## src/rtl/pixel_proc_pipe.sv

```systemverilog
// 3x3-window pixel processor: frame FSM plus a two-stage handshake pipeline (S1 window, S2 result).
// Optional grayscale pre-conversion is compiled in with `define PIXEL_PROC_GRAY_EN (NCH=3 only).
module pixel_proc_pipe #(
    parameter int CH_W  = 4,
    parameter int NCH   = 3,
    parameter int CNT_W = 20
) (
    input  logic                    clk,
    input  logic                    rst_n,
    input  logic                    start,
    input  logic [2:0]              func,
    input  logic                    gray,
    input  logic [CNT_W-1:0]        npix,
    input  logic                    in_valid,
    output logic                    in_ready,
    input  logic [3*CH_W*NCH-1:0]   row0,
    input  logic [3*CH_W*NCH-1:0]   row1,
    input  logic [3*CH_W*NCH-1:0]   row2,
    output logic                    out_valid,
    input  logic                    out_ready,
    output logic [CH_W*NCH-1:0]     data_out,
    output logic                    busy,
    output logic                    done
);
    localparam int PIX_W = CH_W * NCH;
    localparam int SW    = CH_W + 6;
    localparam logic [CNT_W-1:0] CNT_ONE = CNT_W'(1);

    typedef logic signed [SW-1:0] sval_t;
    localparam sval_t MAXV = sval_t'((1 << CH_W) - 1);
    localparam sval_t QTR  = sval_t'(1 << (CH_W - 2));
    localparam sval_t HALF = sval_t'(1 << (CH_W - 1));

    typedef enum logic [1:0] {IDLE, RUN, DRAIN, DONE} state_t;

    state_t             state_reg, state_next;
    logic [2:0]         func_reg;
    logic [CNT_W-1:0]   npix_reg;
    logic [CNT_W-1:0]   in_cnt_reg;
    logic [CNT_W-1:0]   out_cnt_reg;

    logic               s1_valid_reg;
    logic [PIX_W-1:0]   s1_win_reg [9];
    logic               s2_valid_reg;
    logic [PIX_W-1:0]   s2_data_reg;

    logic [PIX_W-1:0]   win_in  [9];
    logic [PIX_W-1:0]   win_pre [9];
    logic [PIX_W-1:0]   result;

    logic               s2_adv;
    logic               s1_load;
    logic               in_fire;
    logic               out_fire;

    function automatic logic [CH_W-1:0] clamp(input sval_t v);
        if (v[SW-1])
            clamp = '0;
        else if (v > MAXV)
            clamp = '1;
        else
            clamp = v[CH_W-1:0];
    endfunction

    // Window pixel index k = row*3 + column; index 4 is the centre.
    genvar gi;
    generate
        for (gi = 0; gi < 3; gi++) begin : g_unpack
            assign win_in[gi]     = row0[gi*PIX_W +: PIX_W];
            assign win_in[3 + gi] = row1[gi*PIX_W +: PIX_W];
            assign win_in[6 + gi] = row2[gi*PIX_W +: PIX_W];
        end
    endgenerate

`ifdef PIXEL_PROC_GRAY_EN
    logic gray_reg;

    always_ff @(posedge clk or negedge rst_n) begin
        if (!rst_n)
            gray_reg <= 1'b0;
        else if (state_reg == IDLE && start)
            gray_reg <= gray;
    end

    generate
        if (NCH == 3) begin : g_gray
            for (gi = 0; gi < 9; gi++) begin : g_pix
                logic [CH_W+1:0] gsum;
                assign gsum = {2'b00, win_in[gi][3*CH_W-1:2*CH_W]}
                            + {1'b0, win_in[gi][2*CH_W-1:CH_W], 1'b0}
                            + {2'b00, win_in[gi][CH_W-1:0]};
                assign win_pre[gi] = gray_reg ? {3{gsum[CH_W+1:2]}} : win_in[gi];
            end
        end else begin : g_nogray
            logic unused_gray;
            assign unused_gray = gray_reg;
            for (gi = 0; gi < 9; gi++) begin : g_pix
                assign win_pre[gi] = win_in[gi];
            end
        end
    endgenerate
`else
    logic unused_gray;
    assign unused_gray = gray;
    generate
        for (gi = 0; gi < 9; gi++) begin : g_pix
            assign win_pre[gi] = win_in[gi];
        end
    endgenerate
`endif

    assign s2_adv   = !s2_valid_reg || out_ready;
    assign s1_load  = !s1_valid_reg || s2_adv;
    assign in_fire  = in_valid && in_ready;
    assign out_fire = s2_valid_reg && out_ready;

    always_comb begin
        state_next = state_reg;
        in_ready   = 1'b0;
        busy       = 1'b0;
        done       = 1'b0;
        case (state_reg)
            IDLE: begin
                if (start)
                    state_next = (npix == '0) ? DONE : RUN;
            end
            RUN: begin
                busy     = 1'b1;
                in_ready = s1_load;
                if (in_fire && (in_cnt_reg + CNT_ONE == npix_reg))
                    state_next = DRAIN;
            end
            DRAIN: begin
                busy = 1'b1;
                if (out_fire && (out_cnt_reg + CNT_ONE == npix_reg))
                    state_next = DONE;
            end
            DONE: begin
                done       = 1'b1;
                state_next = IDLE;
            end
            default: state_next = IDLE;
        endcase
    end

    always_ff @(posedge clk or negedge rst_n) begin
        if (!rst_n) begin
            state_reg   <= IDLE;
            func_reg    <= '0;
            npix_reg    <= '0;
            in_cnt_reg  <= '0;
            out_cnt_reg <= '0;
        end else begin
            state_reg <= state_next;
            if (state_reg == IDLE && start) begin
                func_reg    <= func;
                npix_reg    <= npix;
                in_cnt_reg  <= '0;
                out_cnt_reg <= '0;
            end else begin
                if (in_fire)
                    in_cnt_reg <= in_cnt_reg + CNT_ONE;
                if (out_fire)
                    out_cnt_reg <= out_cnt_reg + CNT_ONE;
            end
        end
    end

    // Per-channel kernel evaluation on the S1 window; all terms are non-negative
    // CH_W-bit values widened to SW signed bits so no step can overflow.
    generate
        for (gi = 0; gi < NCH; gi++) begin : g_ch
            sval_t           p [9];
            sval_t           acc;
            logic [CH_W-1:0] res_ch;

            for (genvar gk = 0; gk < 9; gk++) begin : g_tap
                assign p[gk] = $signed({6'b000000, s1_win_reg[gk][gi*CH_W +: CH_W]});
            end

            always_comb begin
                acc = p[4];
                case (func_reg)
                    3'd0: acc = p[4];
                    3'd1: acc = MAXV - p[4];
                    3'd2: acc = p[4] + QTR;
                    3'd3: acc = (p[4] >= HALF) ? MAXV : '0;
                    3'd4: acc = (p[0] + p[2] + p[6] + p[8]
                                 + ((p[1] + p[3] + p[5] + p[7]) <<< 1)
                                 + (p[4] <<< 2)) >>> 4;
                    3'd5: acc = (p[4] <<< 2) + p[4] - p[1] - p[7] - p[3] - p[5];
                    3'd6: begin
                        acc = (p[4] <<< 3) - (p[0] + p[1] + p[2] + p[3]
                                              + p[5] + p[6] + p[7] + p[8]);
                        if (acc[SW-1])
                            acc = -acc;
                    end
                    3'd7: acc = p[4] + p[0] - p[8];
                    default: acc = p[4];
                endcase
                res_ch = clamp(acc);
            end

            assign result[gi*CH_W +: CH_W] = res_ch;
        end
    endgenerate

    always_ff @(posedge clk or negedge rst_n) begin
        if (!rst_n) begin
            s1_valid_reg <= 1'b0;
            s2_valid_reg <= 1'b0;
            s2_data_reg  <= '0;
            for (int k = 0; k < 9; k++)
                s1_win_reg[k] <= '0;
        end else begin
            if (s1_load) begin
                s1_valid_reg <= in_fire;
                if (in_fire)
                    for (int k = 0; k < 9; k++)
                        s1_win_reg[k] <= win_pre[k];
            end
            // data_out only changes when S2 accepts a new pixel, so a stall holds it.
            if (s2_adv) begin
                s2_valid_reg <= s1_valid_reg;
                if (s1_valid_reg)
                    s2_data_reg <= result;
            end
        end
    end

    assign out_valid = s2_valid_reg;
    assign data_out  = s2_data_reg;

endmodule

```

## config.mk

```make
export PLATFORM = sky130hd
export DESIGN_NAME = pixel_proc_pipe
export DESIGN_NICKNAME = d
export VERILOG_FILES = /design/src/rtl/pixel_proc_pipe.sv
export SDC_FILE = /design/constraint.sdc
export NUM_CORES = 1
export LEC_CHECK = 0
export ABC_AREA = 1
export CAP_MARGIN = 0
export CORE_MARGIN = 5
export CORE_UTILIZATION = 55
export CTS_CLUSTER_SIZE = 14
export DETAILED_ROUTE_END_ITERATION = 7
export GPL_TIMING_DRIVEN = 0
export PLACE_DENSITY = 0.85
export SLEW_MARGIN = 20
export SYNTH_ARGS = -nofsm -noshare
export SYNTH_HDL_FRONTEND = slang
export SYNTH_SLANG_ARGS = --single-unit
```

## constraint.sdc

```tcl
create_clock -name clk -period 5.1 [get_ports clk]
set_input_delay 0.51 -clock clk [delete_from_list [all_inputs] [get_ports clk]]
set_output_delay 0.51 -clock clk [all_outputs]
set_load 0.005 [all_outputs]
```

Yosys cells after proc, flatten, opt, wreduce, memory -nomap -nowiden
Index checks and enable logic that the tools add are counted.
{"block": "op_classes", "add_sub_neg": 80, "n_lt_le_gt_ge": 6, "eq_ne": 15, "mux": 27, "n_reduce_logical": 18}
{"cell": "10-bit case mux with 8 select lines", "n": 3}
{"cell": "6-bit by 4-bit adder with 7-bit output", "n": 12}
{"cell": "20-bit two-way mux", "n": 4}
{"cell": "4-bit by 4-bit adder with 5-bit output", "n": 12}
{"cell": "5-bit by 4-bit adder with 6-bit output", "n": 9}
{"cell": "20-bit by 1-bit adder with 20-bit output (second input constant)", "n": 2}
{"cell": "20-bit equality test", "n": 2}
{"cell": "4-bit two-way mux", "n": 9}
{"cell": "10-bit by 5-bit adder with 10-bit output", "n": 3}
{"cell": "9-bit by 4-bit adder with 10-bit output", "n": 3}
{"cell": "9-bit by 6-bit adder with 10-bit output", "n": 3}
{"cell": "10-bit by 5-bit greater-than comparator with 1-bit output (second input constant)", "n": 3}
{"cell": "10-bit two-way mux", "n": 3}
{"cell": "10-bit negator", "n": 3}
{"cell": "10-bit by 5-bit subtractor with 10-bit output", "n": 3}
{"cell": "8-bit by 10-bit subtractor with 10-bit output", "n": 3}
{"cell": "9-bit by 5-bit subtractor with 10-bit output", "n": 3}
{"cell": "7-bit by 8-bit adder with 9-bit output", "n": 3}
{"cell": "8-bit by 4-bit adder with 9-bit output", "n": 3}
{"cell": "8-bit by 5-bit subtractor with 9-bit output", "n": 3}
{"cell": "7-bit by 4-bit adder with 8-bit output", "n": 3}
{"cell": "7-bit by 4-bit subtractor with 8-bit output", "n": 3}
{"cell": "20-bit logical NOT", "n": 1}
{"cell": "5-bit by 4-bit subtractor with 6-bit output", "n": 3}
{"cell": "other kinds (21)", "n": 47}
{"block": "word_totals", "regBits": 187, "in_bits": 137, "output_inout_bits": 16}

Logic depth before layout (Yosys ltp)
{"block": "logic_depth", "ltp_word": 14, "ltp_mapped": 29}

Least setup slack after synthesis
Ideal clock, no wire load.
{"block": "synth_path", "kind": "flip-flop to flip-flop", "from": "register s1_win_reg (netlist bit g_ch[1].p[31])", "to": "register s2_data_reg[6] (netlist: data_out[6])", "setup_time_ps": 117, "arrival_ps": 4791, "required_time_ps": 4983, "setup_slack_ps": 193, "stages_incl_launch_ff": 26, "n_path_buf": 0, "path_cell_list": "dfrtp_1 inv_1 fa_1 fa_1 inv_1 ha_1 fa_1 inv_1 fa_1 fa_1 inv_1 fa_1 ha_1 inv_1 o21bai_1 nand2_1 nand2_1 nand2_1 nand2_1 nand2_1 nand3_1 nand3_1 o21ai_0 nand2_1 nand2_1 nand2_1"}
{"block": "synth_via", "elab_chain_cells": 11}
{"item": "start, declared", "line": "43", "rtl": "logic [PIX_W-1:0] s1_win_reg [9];"}
{"item": "start signal, assigned by index", "line": "220", "rtl": "s1_win_reg[k] <= win_pre[k];"}
{"item": "7-bit by 4-bit adder with 8-bit output", "line": "194", "rtl": "+ p[5] + p[6] + p[7] + p[8]);"}
{"item": "8-bit by 4-bit adder with 9-bit output", "line": "194"}
{"item": "9-bit by 4-bit adder with 10-bit output", "line": "194"}
{"item": "10-bit by 5-bit adder with 10-bit output", "line": "194"}
{"item": "8-bit by 10-bit subtractor with 10-bit output", "line": "193", "rtl": "acc = (p[4] <<< 3) - (p[0] + p[1] + p[2] + p[3]"}
{"item": "10-bit negator", "line": "196", "rtl": "acc = -acc;"}
{"item": "10-bit two-way mux", "line": "195", "rtl": "if (acc[SW-1])"}
{"item": "10-bit case mux with 8 select lines *", "line": "183", "rtl": "case (func_reg)"}
{"item": "10-bit by 5-bit greater-than comparator with 1-bit output", "line": "59", "rtl": "else if (v > MAXV)"}
{"item": "4-bit two-way mux", "line": "59"}
{"item": "4-bit two-way mux *", "line": "57", "rtl": "if (v[SW-1])"}
{"item": "end signal, assigned", "line": "226", "rtl": "s2_data_reg <= result;"}
{"item": "end, declared", "line": "45", "rtl": "logic [PIX_W-1:0] s2_data_reg;"}
Every way passes the cells marked *; elsewhere a longest branch is shown, timed or not.
A chain may end at the register's enable or synchronous reset.

Final worst setup path
{"block": "layout_path", "from": "register s1_win_reg (netlist bit g_ch[0].p[10])", "to": "register s2_data_reg[3] (netlist: data_out[3])"}
{"block": "layout_via", "elab_chain_cells": 9}
{"item": "9-bit by 4-bit adder with 10-bit output", "line": "194"}
{"item": "10-bit by 5-bit adder with 10-bit output", "line": "194"}
{"item": "8-bit by 10-bit subtractor with 10-bit output", "line": "193"}
{"item": "10-bit negator", "line": "196"}
{"item": "10-bit two-way mux", "line": "195"}
{"item": "10-bit case mux with 8 select lines *", "line": "183"}
{"item": "10-bit by 5-bit greater-than comparator with 1-bit output", "line": "59"}
{"item": "4-bit two-way mux", "line": "59"}
{"item": "4-bit two-way mux *", "line": "57"}
Marks and branches as above.

==> qor.yml <==
run_status:
  outcome: "finished with violations"
  violations: "hold timing, setup timing"
route:
  viasPerCell: 5.64
  highest_layer: "met5"
  vias: 18000
  wire_per_inst_um: 18.9
  post-route-drc-count: 0
  routed-wl-met2_um: 28000
  drtPass1Iterations: 8
  m1WireLength_um: 23100
  route.met3.wl_um: 5490
  ant_nets: 0
  drtIter0Drc: 1660
  wl_um: 60600
worst_setup_path:
  cp_slowest_stage_delay_ps: 550
  cp_num_buf_inv: 4
  reg2reg_slack_ps: -150
  r2r_end: "data_out[3]"
  path_class: "flop to flop"
  timing.rr.start: "g_ch[0].p[10]"
  critPathRequiredTime_ps: 5460
  crit_fanout: 3
  reg2regPathDepth: 24
  critPathCaptureType: "flop"
  cp.arrival_ps: 5610
  cp_cell_sequence: "inv_2, fa_2, fa_1, inv_2, ha_4, fa_1, inv_2, fa_1, fa_1, inv_2, fa_1, ha_4, nand2_1, nor2_1, nand4_1, o211ai_1, xnor2_1, nor2_1, nor2_1, nand2_1, o21ai_0, nand2_1, nand2_1, nand2_1"
  cp_slowest_cell: "fa_1"
  worst-path-stages: 24
  path_delay_family: "adder cells"
  critPathLaunchType: "flop"
sta:
  whs_ps: -21.2
  worst_slew_pin_slew_ps: 1130
  fmax_ghz: 0.191
  hold_violations: 13
  finalClockSkew_ps: 15.6
  slew_violations: 0
  slew_headroom: 0.248
  timing.final.crit_share: 1.03
  timing.final.ws_setup_ps: -149
  min_period_ps: 5250
  rsz0062_at_grt: "yes"
  finalSetupViolations: 8
yosys:
  synth-edff-count: 0
  syn-cell-area_um2: 19300
  synth-seq-cells: 187
  yosysWarningCount: 0
  syn_nets: 3026
  synthDistinctLibCells: 53
  async_reset_ff_frac: 1.00
  synth.area.top_cells: "dfrtp_1 (24%), fa_1 (19%), nand2_1 (13%)"
  seq_area_frac_synth: 0.242
  avgSynthCellArea_um2: 7.62
  synth-main-ff-cell: "dfrtp_1"
  synth_area_leader_cell: "dfrtp_1"
  synth_top_area_share: 0.242
  postSynthCellCount: 2534
floorplanning:
  num_rows: 68
  boundaryPins: 153
  start_util: 0.558
  die_area_um2: 39000
  die_h_um: 197
  core_area_um2: 34600
  die_x_um: 197
clock_tree:
  cts.sinks: 187
  cts_made_buffers: 17
  clock_path_buffers: 2
  cts_tree: "yes"
  h-tree-depth: 4
  hold_buffers: 0
  clk_latency_ps: 480
  clk_pin_slew_worst_paths_ps: 80
  cts-root-buf: "clkbuf_16"
final_layout:
  area_growth_pct: 16.0
  regArea_um2: 4680
  multi_input_area_um2: 12600
  finalNonFillerCells: 3199
  largest_reg_flops: 108
  layout_common_cells: "nand2_1 (641), inv_1 (514), dfrtp_1 (187)"
  drive_gt1_frac: 0.0620
  n_fill_cell: 2804
  final_nets: 3222
  final_common_cell: "nand2_1"
pwr:
  powerDensity_nw_per_um2: 136
  vdd_drop_max_mv: 0.276
  power_uw: 3040
  cellLeakagePower_uw: 0.0117
placement:
  dp.cells: 3142
  dp_hpwl_um: 47400
  port_buffers: 151
  gp_congestion: 0.944
hold_path:
  hold_class: "input pin to asynchronous set/reset pin"
global_routing:
  overflow: 0
  grt_pass1_vias: 18700
  grt_usage: 0.316
  grt_max_degree: 66
  antenna_found_initial: 2
  grt_pass1_wl_um: 96000
flow_run:
  maxCapViolCount: 0
[report_power, final]
group | switching, uW | internal, uW | total, uW | leakage [uW]
clock | 742 | 664 | 1410 | 0.000293
combinational | 57.1 | 95.6 | 153 | 0.00962
sequential | 0 | 1480 | 1480 | 0.00180
total | 799 | 2240 | 3040 | 0.0117
[cells in the mapped netlist, drive strengths merged, types with 26 or more instances]
cell      n
nor2    144
a21oi    67
nand4    26
o22ai    32
nand2   668
inv     542
xor2     31
ha      175
dfrtp   187
nand3   160
o21ai   186
fa      180
clkbuf   33
[cell type report]
type	count	area share
clock inverter	15	0.00765
timing repair buffer	177	0.0781
buffer	38	0.00681
sequential	187	0.209
clock buffer	17	0.0190
tap	455	0.0254
multi-input combinational	1762	0.563
antenna	1	0.000112
inverter	547	0.0916
[cells by family after synthesis]
family	share of synthesized area
AND/OR/NAND/NOR	0.227
buffers and inverters	0.114
adder cells (fa/ha/maj)	0.300
AO/OA/AOI/OAI	0.0925
flip-flops	0.242
XOR/XNOR	0.0247
[timing repair]
action / 4_1_cts / 5_1_grt
buffers inserted: 11 / 13
gates resized for setup: 25 / 46
endpoints found under the setup margin: 12 / 12
pin swaps: 8 / 32
[how the worst max path moves through the flow]
| stage | from | end |
|---|---|---|
| global route | g_ch[1].p[51] | data_out[6] |
| floorplan | g_ch[1].p[31] | data_out[6] |
| CTS | g_ch[1].p[51] | data_out[6] |
| detailed placement | g_ch[1].p[31] | data_out[6] |
| finish | g_ch[0].p[10] | data_out[3] |
| global placement | rst_n | g_ch[2].p[53] |
[metal layers]
layer / track usage / up-vias
met1: 0.393 / 8612
met4: 0.184 / 4
li1: - / 8283
met3: 0.0732 / 247
met5: 0 / -
met2: 0.507 / 888
[metrics by stage]
stage          cell area [um^2]  TNS, ps  hold WS (ps)  setup slack (ps)  utilization
3_3_place_gp              21400  -869510           465             -4660        0.618
6_report                  22400     -908         -21.2              -149        0.647
2_1_floorplan             19300        0           214               193            -
3_5_place_dp              21500    -2930           472              -303        0.620
4_1_cts                   22200    -69.3          3.45             -25.8        0.641
5_1_grt                   22400    -2940          20.3              -361        0.647
No activity file was read; power rests on OpenSTA's default activity.
